**config.mk**
```make
export PLATFORM = sky130hd
export DESIGN_NAME = split_2_sampler_ctrl
export DESIGN_NICKNAME = d
export VERILOG_FILES = /design/src/rtl/split_2_sampler_ctrl.sv
export SDC_FILE = /design/constraint.sdc
export NUM_CORES = 1
export LEC_CHECK = 0
export ABC_CLOCK_PERIOD_IN_PS = 6000
export BUFFER_PORTS_ARGS = -buffer_cell sky130_fd_sc_hd__buf_2
export CAP_MARGIN = 0
export CORE_ASPECT_RATIO = 1.1
export CORE_MARGIN = 4
export CORE_UTILIZATION = 55
export DETAILED_ROUTE_END_ITERATION = 8
export GPL_TIMING_DRIVEN = 0
export PLACE_DENSITY = 0.9
export SETUP_SLACK_MARGIN = 0.2
export SLEW_MARGIN = 5
export SYNTH_ARGS = -nofsm -noshare
export SYNTH_HDL_FRONTEND = slang
export SYNTH_SLANG_ARGS = --single-unit
```
**constraint.sdc**
```tcl
create_clock -name clk -period 6 [get_ports clk]
set_input_delay 1.2 -clock clk [delete_from_list [all_inputs] [get_ports clk]]
set_output_delay 1.2 -clock clk [all_outputs]
set_load 0.005 [all_outputs]
```
**src/rtl/split_2_sampler_ctrl.sv**
```systemverilog
// LFSR-driven candidate sequencer for the split_2 checker.
// Collects satisfying assignments and streams them over valid/ready.
module split_2_sampler_ctrl #(
    parameter int TRY_W = 16,
    parameter int SOL_W = 8
) (
    input  logic             clk,
    input  logic             rst,
    input  logic             start,
    input  logic [38:0]      seed,
    input  logic [TRY_W-1:0] max_tries,
    input  logic [SOL_W-1:0] num_solutions,
    output logic [14:0]      var_7,
    output logic [14:0]      var_17,
    output logic [8:0]       var_24,
    input  logic             chk_x,
    output logic             sol_valid,
    input  logic             sol_ready,
    output logic [14:0]      sol_var_7,
    output logic [14:0]      sol_var_17,
    output logic [8:0]       sol_var_24,
    output logic             busy,
    output logic             done,
    output logic             found_all,
    output logic [TRY_W-1:0] tries_used
);

    typedef enum logic [1:0] {
        IDLE,
        SEARCH,
        EMIT,
        DONE
    } state_t;

    state_t           state;
    logic [38:0]      lfsr;
    logic [38:0]      lfsr_step;
    logic [TRY_W-1:0] max_q;
    logic [SOL_W-1:0] nsol_q;
    logic [SOL_W-1:0] sol_cnt;
    logic [TRY_W-1:0] tries_sat;
    logic [SOL_W-1:0] cnt_sat;
    logic [TRY_W:0]   tries_inc;
    logic             tries_last;

    assign lfsr_step  = {lfsr[37:0], lfsr[38] ^ lfsr[34]};
    assign tries_inc  = {1'b0, tries_used} + 1'b1;
    assign tries_last = (tries_inc == {1'b0, max_q});
    assign tries_sat  = (&tries_used) ? tries_used : tries_inc[TRY_W-1:0];
    assign cnt_sat    = (&sol_cnt) ? sol_cnt : sol_cnt + 1'b1;

    assign busy = (state != IDLE);

    // Candidates are gated to zero while idle so reset leaves all outputs low.
    assign var_7  = busy ? lfsr[14:0]  : '0;
    assign var_17 = busy ? lfsr[29:15] : '0;
    assign var_24 = busy ? lfsr[38:30] : '0;

    always_ff @(posedge clk or posedge rst) begin
        if (rst) begin
            state      <= IDLE;
            lfsr       <= 39'h1;
            max_q      <= '0;
            nsol_q     <= '0;
            sol_cnt    <= '0;
            tries_used <= '0;
            sol_valid  <= 1'b0;
            sol_var_7  <= '0;
            sol_var_17 <= '0;
            sol_var_24 <= '0;
            done       <= 1'b0;
            found_all  <= 1'b0;
        end else begin
            done <= 1'b0;
            unique case (state)
                IDLE: begin
                    if (start) begin
                        max_q      <= max_tries;
                        nsol_q     <= num_solutions;
                        tries_used <= '0;
                        sol_cnt    <= '0;
                        found_all  <= 1'b0;
                        lfsr       <= (seed == '0) ? 39'h1 : seed;
                        if (num_solutions == '0) begin
                            state     <= DONE;
                            done      <= 1'b1;
                            found_all <= 1'b1;
                        end else if (max_tries == '0) begin
                            state <= DONE;
                            done  <= 1'b1;
                        end else begin
                            state <= SEARCH;
                        end
                    end
                end
                SEARCH: begin
                    tries_used <= tries_sat;
                    if (chk_x) begin
                        sol_var_7  <= lfsr[14:0];
                        sol_var_17 <= lfsr[29:15];
                        sol_var_24 <= lfsr[38:30];
                        sol_valid  <= 1'b1;
                        state      <= EMIT;
                    end else if (tries_last) begin
                        state <= DONE;
                        done  <= 1'b1;
                    end else begin
                        lfsr <= lfsr_step;
                    end
                end
                EMIT: begin
                    if (sol_ready) begin
                        sol_valid <= 1'b0;
                        sol_cnt   <= cnt_sat;
                        if (cnt_sat == nsol_q) begin
                            state     <= DONE;
                            done      <= 1'b1;
                            found_all <= 1'b1;
                        end else if (tries_used == max_q) begin
                            state <= DONE;
                            done  <= 1'b1;
                        end else begin
                            lfsr  <= lfsr_step;
                            state <= SEARCH;
                        end
                    end
                end
                DONE: begin
                    state <= IDLE;
                end
                default: state <= IDLE;
            endcase
        end
    end

endmodule
```
==> flow_summary_export.csv, run 1 <==
group,metric,value,unit
placed_design,port_buffers,165,
run,maxCapViolations,0,
setup_path,crit_required,4.80,ns
setup_path,max_stage_delay,0.51,ns
setup_path,start_kind,"flip-flop",
power_and_ir_drop,total_power,5.22,mW
power_and_ir_drop,pwr_density_cell,579,nW/um^2
sta,fmax,0.289,GHz
hold_path,hold_class,"reg -> reg",
global_route,overflow,0,
synth,synth_edf_count,0,
sta,clock_skew,0.0103,ns
sta,slew_headroom,53.7,%
routing,dr.pass1.iters,5,
clock_network,post_cts_resized,0,
setup_path,cp.arrival,2.26,ns
layout,area_growth,22.4,%
hold_path,min_to,"sol_var_17[9]",
clock_network,clk_latency,0.43,ns
synth,synth_fp_nets,740,
sta,finalCriticalPeriod,3.46,ns
setup_path,crit_fanout,10,
setup_path,cpMaxStageDelayCell,"clkbuf_1",
clock_network,clk_path_buf_depth,2,
power_and_ir_drop,ir_drop,0.383,mV
power_and_ir_drop,clkPwrFrac,19.7,%
clock_network,clock_sinks,131,
synth,ys_ff_latch,131,
layout,final_common_cell,"buf_2",
floorplan,row_count,44,
routing,vias,6064,
power_and_ir_drop,pwr-share-seq,31.4,%
synth,synth-main-ff-cell,"dfrtp_1",
power_and_ir_drop,p_leak,4.04,nW
sta,setup_viol,0,
setup_path,worst_path_most_repeated_cell,"clkbuf_1",
power_and_ir_drop,p_int,3.32,mW
global_route,track_usage,25.7,%
clock_network,path_clk_slew,0.06,ns
power_and_ir_drop,switchingPower,1.91,mW
routing,vias_per_cell,5.92,
global_route,antenna_found_initial,0,
synth,synthArstFlopShare,100,%
synth,ys_seq_area_share,44.5,%
clock_network,postCtsSetupBuffers,0,
power_and_ir_drop,comb_power_share,48.9,%
floorplan,die_w,118,um
synth,yosysWarnings,0,
setup_path,ff2ff_path_depth,12,
layout,final_nets,925,
sta,rsz0062_at_grt,"false",
hold_path,hold_depth,1,
synth,syn-cell-area,7370,um^2
clock_network,cts_tree,"yes",
routing,wire_per_inst,19.0,um
floorplan,fp.dieH,129,um
layout,n_antenna_cell,0,
global_route,grt_pass1_vias,6018,
sta,tightest_slew,0.688,ns
synth,syn_inst,665,
floorplan,initial_core_util,56.0,%
setup_path,worstPathCellList,"inv_1, ha_1, clkbuf_1, clkbuf_1, nor2b_1, buf_2",
placed_design,place_congestion,0.946,
clock_network,clockRootBuffer,"clkbuf_16",
floorplan,placeableCoreArea,13200,um^2
clock_network,ctsHtreeMaxLevel,4,
sta,drv_slew,0,
synth,ys_types,64,
setup_path,rr_endpoint,"lfsr[8]",
synth,avgSynthCellArea,11.1,um^2
routing,route.detailed.drc,0,
layout,final_cell_mix,"buf_2, mux2_2, dfrtp_1, nor2b_1, nor2_1",
routing,ant_nets,0,
setup_path,endpoint_kind,"primary output",
routing,wl,19500,um
clock_network,holdBufCountCts,0,
sta,fin_setup_tns,0,ns
routing,first_iter_violations,472,
clock_network,numCtsBuffers,17,
setup_path,path_class,"reg -> out",
global_route,grt_max_degree,79,
placed_design,hpwl,14100,um
floorplan,dieArea,15300,um^2
setup_path,r2r_slack,2.80,ns
global_route,grt_pass1_wl,30900,um
floorplan,ios,166,
power_and_ir_drop,swShare,36.5,%
setup_path,timing.rr.start,"sol_cnt[0]",
sta,hold_viol_final,0,
hold_path,hp-start,"sol_var_17[9]",
layout,layout-drive-gt1-share,43.0,%
status,status,"finished, final reports clean",
sta,post-route-period-util,57.6,%
[cell type report]
cell class,count,area (um^2)
well taps,161,201
clock inverters,11,130
repair buffers,166,853
plain buffers,40,230
multi-input cells,481,3810
clock buffers,21,460
inverters,13,53.8
fillers,935,4140
flip-flops and latches,131,3280
[layer usage]
metal,track usage [%],wire length (um),part of all wire [%],vias up
li1,-,-,-,2790
met1,29.6,7600,39,2961
met2,44.7,9720,50,265
met3,8.69,1640,8.4,48
met4,9.52,504,2.6,0
met5,0,0,0,-
[cell usage after synthesis (4+ instances only)]
library cell	instances	area share [%]
mux2_4	10	2.0
xnor2_1	21	2.5
buf_1	4	0.20
dfrtp_1	130	44
or3_1	4	0.34
nand2b_1	9	0.76
a31oi_1	6	0.51
o31ai_1	11	1.1
nor4_1	18	1.5
nand4_1	16	1.4
o21ai_0	26	1.8
ha_1	7	1.2
nor2b_1	42	3.6
nor2_1	33	1.7
clkbuf_1	18	0.92
and2_1	5	0.42
buf_2	8	0.54
buf_4	6	0.61
mux2_2	132	20
inv_1	13	0.66
nand2_1	31	1.6
a21oi_1	18	1.2
xor2_1	12	1.4
nor3_1	14	0.95
nand3_1	14	0.95
[power groups by stage]
stage / combinational (mW) / sequential [mW] / clock (mW)
after global routing: 2.77 / 1.69 / 1.08
after global placement: 2.45 / 1.61 / 0
after floorplan: 1.81 / 1.55 / 0
after detailed placement: 2.52 / 1.64 / 0
after CTS: 2.56 / 1.64 / 1.04
final: 2.56 / 1.64 / 1.03
[how the worst max path moves through the flow]
stage	startpoint	end	depth (start not counted)
6_report	state[0]	var_17[14]	6
5_1_grt	state[1]	var_17[14]	6
4_1_cts	state[0]	var_17[14]	6
3_5_place_dp	sol_cnt[0]	lfsr[5]	12
3_3_place_gp	rst	sol_var_7[14]	2
2_1_floorplan	rst	done	1
[sequential cells by signal, indices dropped and copies added, names as in the netlist, 2 cells and up]
signal and count:
sol_cnt 8, state 2, tries_used 16, max_q 16, sol_var_17 15, sol_var_7 15
sol_var_24 9, lfsr 39, nsol_q 8
[critical path, delay by kind of cell, from the launching register on]
family                   cells  cell delay [ns]
AND/OR/NAND/NOR              1             0.12
flip-flops                   1             0.46
adder cells (fa/ha/maj)      1             0.14
buffers and inverters        4             1.10
[logic make-up (layout without fill, tap and decap cells)]
group                    after synthesis  count (layout)  synth area share, %
adder cells (fa/ha/maj)                7               7                 1.19
buffers and inverters                 53             251                 3.79
AND/OR/NAND/NOR                      208             208                 16.0
flip-flops                           131             131                 44.5
AO/OA/AOI/OAI                         88              88                 7.96
multiplexers                         145             145                 22.6
XOR/XNOR                              33              33                 3.92
[per-stage QoR]
stage	utilization (%)	std cells	area (um^2)	hold WS, ns	setup WS [ns]
3_3_place_gp	63.8	991	8400	0.482	-0.129
3_5_place_dp	64.1	992	8430	0.487	2.82
2_1_floorplan	-	665	7370	0.494	1.30
6_report	68.5	1024	9020	0.498	2.54
5_1_grt	68.5	1024	9020	0.519	2.36
4_1_cts	68.5	1024	9020	0.500	2.49
Note: power is estimated with default switching activity, not from simulation.
==> run 2, diff against run 1 <==
- ABC_AREA: unset -> 1
- ABC_CLOCK_PERIOD_IN_PS: 6000 -> 2800
- CORE_UTILIZATION: 55 -> 50
- PLACE_DENSITY: 0.9 -> 0.87
- clock period: 6 -> 2.8 ns (I/O delays scaled with it)
==> run 2 against run 1 <==
  * Critical path type unchanged
  * Sequential share of layout area fell by 0.49 points
  * Global-route usage increased by 2.2 points
  * Worst hold slack got worse by 0.32 ns
  * Wire length up 18%
  * Combinational power is 98% higher
  * Final area increased by 1.5%
  * Synthesized cell count increased by 52%
==> flow_summary_export.csv, run 2 <==
group,metric,value,unit
sta,post-route-period-util,89.0,%
power_and_ir_drop,total_power,10.4,mW
routing,dr.pass1.iters,5,
setup_path,cpMaxStageDelayCell,"dfrtp_1",
global_route,grt_pass1_wl,36600,um
global_route,track_usage,27.9,%
routing,wire_per_inst,16.3,um
global_route,overflow,0,
layout,n_antenna_cell,0,
synth,syn-cell-area,7410,um^2
power_and_ir_drop,p_leak,4.87,nW
synth,yosysTopAreaCellShare,43.9,%
sta,slew_headroom,52.2,%
clock_network,clk_latency,0.43,ns
layout,nFillCells,1234,
routing,vias_per_cell,5.46,
sta,tightest_slew,0.717,ns
setup_path,crit_required,2.24,ns
synth,ys_seq_area_share,44.3,%
setup_path,worstPathCellList,"inv_1, ha_1, clkbuf_2, buf_2, nor2_1, buf_2",
floorplan,placeableCoreArea,14400,um^2
synth,synth_top_area_cell,"dfrtp_1",
layout,final_common_cell,"nand2_1",
clock_network,holdBufCountCts,0,
layout,top_regs,"lfsr x39, max_q x16, tries_used x16",
placed_design,placed_cells,1374,
sta,finalCriticalPeriod,2.49,ns
routing,vias,7678,
floorplan,fp.dieH,136,um
synth,synth_fp_nets,1089,
floorplan,initial_core_util,51.3,%
global_route,grt_pass1_vias,7496,
layout,regArea,3280,um^2
synth,synthArstFlopShare,100,%
synth,synth_edf_count,0,
floorplan,die_w,124,um
setup_path,endpoint_kind,"primary output",
synth,syn_inst,1014,
layout,multi_input_comb_area,3480,um^2
placed_design,place_congestion,0.926,
routing,wl,23000,um
setup_path,cp.arrival,1.93,ns
placed_design,port_buffers,165,
sta,drv_slew,0,
clock_network,cts_tree,"yes",
sta,rsz0062_at_grt,"false",
clock_network,clockRootBuffer,"clkbuf_16",
sta,clock_skew,0.0108,ns
status,status,"finished, final reports clean",
clock_network,clock_sinks,131,
sta,hold_ws,0.179,ns
layout,stdcell_count,1407,
synth,avgSynthCellArea,7.30,um^2
floorplan,dieArea,16800,um^2
sta,hold_viol_final,0,
power_and_ir_drop,pwr_density_cell,1140,nW/um^2
routing,first_iter_violations,583,
clock_network,ctsHtreeMaxLevel,4,
hold_path,hold_class,"in -> async",
clock_network,numCtsBuffers,17,
clock_network,clk_path_buf_depth,2,
global_route,antenna_found_initial,0,
global_route,grt_max_degree,42,
placed_design,hpwl,17200,um
synth,ys_ff_latch,131,
synth,ys_types,41,
setup_path,max_stage_delay,0.43,ns
layout,final_cell_mix,"nand2_1, buf_2, dfrtp_1, inv_1, nand3_1",
synth,synth_commonest_cells,"nand2_1, dfrtp_1, inv_1",
sta,fmax,0.401,GHz
routing,route.detailed.drc,0,
layout,regMostFlops,"lfsr",
synth,synth-main-ff-cell,"dfrtp_1",
layout,final_nets,1278,
synth,synth_area_leaders,"dfrtp_1, nand2_1, nand3_1, inv_1, o21ai_0",
run,maxCapViolations,0,
setup_path,worst_path_most_repeated_cell,"buf_2",
routing,ant_nets,0,
layout,area_growth,23.6,%
floorplan,ios,166,
synth,yosysMostFrequentCell,"nand2_1",
sta,fin_setup_tns,0,ns
synth,yosysWarnings,0,
setup_path,crit_fanout,10,
setup_path,start_kind,"flip-flop",
clock_network,path_clk_slew,0.06,ns
layout,layout-drive-gt1-share,22.6,%
sta,setup_viol,0,
power_and_ir_drop,ir_drop,0.887,mV
floorplan,row_count,46,
layout,largest_reg_flops,39,
setup_path,path_class,"reg -> out",
==> run 2: changes by cell type after synthesis, sizes merged, moves of 17 or more <==
cell,before,now
inv,13,129
nand2,32,322
nor2b,42,0
nand3,15,105
mux2,142,21
xnor2,21,4
o21ai,27,96
nor2,33,88
==> run 2: path summary, 6_finish.rpt <==
path                                   from        endpoint  slack (ns)  depth (start not counted)
min                                     rst            done        0.18                          2
max                                state[0]       var_24[0]        0.31                          6
min reg2reg                  sol_var_17[11]  sol_var_17[11]        0.48                          2
max in group asynchronous               rst   sol_var_24[1]        1.77                          4
max reg2reg                   tries_used[0]  tries_used[10]        0.39                          8
min in group clk           num_solutions[4]       nsol_q[4]        0.36                          3
==> run 2: cell families (layout without fill, tap and decap cells) <==
kind of cell               after synthesis  count (layout)  share of synthesized area [%]
xor gates and xnor gates                 9               9                           1.06
and+or+nand+nor                        556             556                           32.1
adders and majority gates                7               7                           1.18
DFF                                    131             131                           44.3
buffers and inverters                  168             369                           9.28
muxes                                   21              21                           3.19
AOI/OAI and AO/OA                      122             122                           8.87
==> run 2: area by class of cell <==
type,count,share of cell area (%)
tap,192,2.62
clock inverter,13,1.23
timing repair buffer,170,9.84
sequential,131,35.9
buffer,38,2.31
inverter,130,5.37
clock buffer,18,4.69
multi-input combinational,715,38.1
==> run 2: critical path: cells and delay by family (launching register included) <==
family	cells	cell delay, ns
adder cells (fa/ha/maj)	1	0.20
buffers and inverters	4	0.66
flip-flops	1	0.43
AND/OR/NAND/NOR	1	0.23
==> run 2: power breakdown <==
part / leakage (nW) / internal (mW) / switching [mW] / total, mW
sequential: 1.67 / 2.68 / 0.569 / 3.25
clock: 0.262 / 1.21 / 0.876 / 2.09
combinational: 2.94 / 1.95 / 3.12 / 5.06
==> run 2: layer usage <==
layer	track usage (%)	share of wire, %
met1	33.5	38
met2	47.1	50
met3	6.52	8.2
met4	12.6	4.0
met5	0	0
==> run 2: timing repair <==
| item | in CTS | in global routing |
|---|---|---|
| gates cloned | 0 | 0 |
| setup endpoints to repair | 61 | 87 |
| resized for setup | 8 | 19 |
| setup buffers | 0 | 2 |
| pin swaps | 0 | 2 |
==> run 2: stage by stage <==
step / setup slack (ns) / utilization [%] / cell area (um^2)
finish: 0.309 / 63.4 / 9160
global route: 0.202 / 63.4 / 9160
CTS: 0.198 / 63.0 / 9100
detailed placement: 0.109 / 59.1 / 8540
global placement: -0.241 / 58.7 / 8480
floorplan: 0.618 / - / 7410
==> run 3, diff against run 2 <==
- CAP_MARGIN: 0 -> 20
- CORE_MARGIN: 4 -> unset
==> run 3 against run 2 <==
  * Via count down 0.34%
  * Clock power up 7%
  * Setup slack better by 0.0078 ns
  * Critical endpoint is now tries_used[10]
  * Maximum frequency up 0.31%
  * Power up 1.4%
  * Critical path type is now reg -> reg
==> flow_summary_export.csv, run 3 (synthesis results as in run 2) <==
group,metric,value,unit
status,status,"finished, final reports clean",
hold_path,hold_class,"in -> async",
setup_path,endpoint_kind,"flip-flop",
layout,layout-drive-gt1-share,22.6,%
global_route,grt_max_degree,41,
layout,final_cell_area,9250,um^2
setup_path,ff2ff_path_depth,9,
floorplan,dieArea,15300,um^2
clock_network,clk_latency,0.43,ns
power_and_ir_drop,pwr_density_cell,1140,nW/um^2
global_route,overflow,0,
global_route,antenna_found_initial,0,
routing,first_iter_violations,582,
setup_path,rr_endpoint,"tries_used[10]",
routing,wire_per_inst,15.9,um
setup_path,crit_required,3.07,ns
floorplan,placeableCoreArea,14400,um^2
global_route,grt_use_met1,35.2,%
layout,area_growth,24.8,%
sta,setup_ws,0.316,ns
setup_path,crit_end,"tries_used[10]",
sta,fin_setup_tns,0,ns
power_and_ir_drop,comb_power_share,48.1,%
routing,route.detailed.drc,0,
sta,drv_slew,0,
placed_design,port_buffers,165,
sta,rsz0062_at_grt,"true",
floorplan,die_w,118,um
global_route,top_usage_layer,"met2",
placed_design,place_congestion,0.936,
layout,largest_reg_flops,39,
clock_network,numCtsBuffers,17,
global_route,grt_pass1_wl,35600,um
power_and_ir_drop,swShare,42.9,%
clock_network,cts_tree,"yes",
layout,top_regs,"lfsr x39, max_q x16, tries_used x16",
global_route,track_usage,30.1,%
routing,vias,7652,
layout,regMostFlops,"lfsr",
placed_design,dpl_worst_slack,0.0979,ns
power_and_ir_drop,p_leak,4.90,nW
sta,hold_viol_final,0,
floorplan,initial_core_util,51.3,%
setup_path,r2r_slack,0.32,ns
sta,clock_skew,0.00922,ns
power_and_ir_drop,switchingPower,4.53,mW
setup_path,crit_start,"state[1]",
power_and_ir_drop,pwr-share-seq,30.8,%
setup_path,start_kind,"flip-flop",
sta,finalCriticalPeriod,2.48,ns
routing,ant_nets,0,
clock_network,ctsHtreeMaxLevel,4,
clock_network,clockRootBuffer,"clkbuf_16",
setup_path,timing.rr.start,"state[1]",
floorplan,row_count,46,
routing,vias_per_cell,5.42,
placed_design,hpwl,16600,um
power_and_ir_drop,clkPwrFrac,21.1,%
floorplan,fp.dieH,130,um
placed_design,dpl-instance-area,8540,um^2
layout,n_antenna_cell,0,
global_route,grt_use_met3,7.39,%
sta,setup_viol,0,
sta,tightest_slew,0.714,ns
clock_network,clk_path_buf_depth,2,
power_and_ir_drop,ir_drop,0.903,mV
global_route,met2_usage,52.1,%
setup_path,crit_fanout,10,
setup_path,cp.arrival,2.75,ns
sta,hold_ws,0.184,ns
sta,post-route-period-util,88.7,%
floorplan,ios,166,
layout,final_nets,1283,
sta,slew_headroom,52.4,%
clock_network,path_clk_slew,0.06,ns
setup_path,path_class,"reg -> reg",
run,maxCapViolations,0,
layout,final_common_cell,"nand2_1",
power_and_ir_drop,p_int,6.02,mW
layout,final_cell_mix,"nand2_1, buf_2, dfrtp_1, inv_1, nand3_1",
routing,dr.pass1.iters,6,
routing,wl,22500,um
sta,fmax,0.403,GHz
global_route,grt_pass1_vias,7245,
clock_network,clock_sinks,131,
run 3: power by group through the flow:
stage | Combinational, mW | Sequential [mW] | Clock [mW]
after global routing | 5.64 | 3.34 | 2.33
after global placement | 4.73 | 3.22 | 0
after floorplan | 3.25 | 3.14 | 0
after detailed placement | 4.87 | 3.24 | 0
after CTS | 4.97 | 3.24 | 2.24
final | 5.07 | 3.25 | 2.23
run 3: layout make-up:
cell class | count | area [um^2]
Fill cell | 1258 | 5200
Tap cell | 192 | 240
Sequential cell | 131 | 3280
Clock inverter | 8 | 104
Multi-Input combinational cell | 715 | 3500
Clock buffer | 24 | 482
Inverter | 130 | 492
Timing Repair Buffer | 175 | 938
Buffer | 38 | 209
run 3: how the worst min path moves through the flow:
stage	startpoint	endpoint
2_1_floorplan	lfsr[37]	lfsr[37]
5_1_grt	rst	done
3_3_place_gp	lfsr[37]	lfsr[37]
4_1_cts	rst	done
6_report	rst	done
3_5_place_dp	lfsr[37]	lfsr[37]
run 3: through the flow:
step | cells | power [mW] | util [%]
after detailed placement | 1374 | 8.11 | 59.1
final | 1413 | 10.5 | 64.0
after floorplan | 1014 | 6.39 | -
after global placement | 1371 | 7.95 | 58.7
after global routing | 1413 | 11.3 | 64.0
after CTS | 1407 | 10.5 | 63.4
run 3: metal layers:
layer | vias up | share of wire [%]
li1 | 3638 | -
met1 | 3523 | 39
met2 | 416 | 49
met3 | 75 | 8.9
met4 | 0 | 3.8
met5 | - | 0
run 3: worst max-delay path: stages, from the launching register on:
cell	delay, ns
dfrtp_1	0.43
inv_1	0.12
ha_1	0.18
buf_2	0.29
nor2_1	0.12
nor2_1	0.21
o21ai_4	0.11
inv_2	0.18
clkbuf_1	0.47
o22ai_1	0.21
run 3: timing repair:
action                                  4_1_cts  5_1_grt
buffers inserted                              1        6
pin swaps                                     2        2
hold buffers                                  0        0
resized for setup                             7       19
endpoints found under the setup margin       71       79
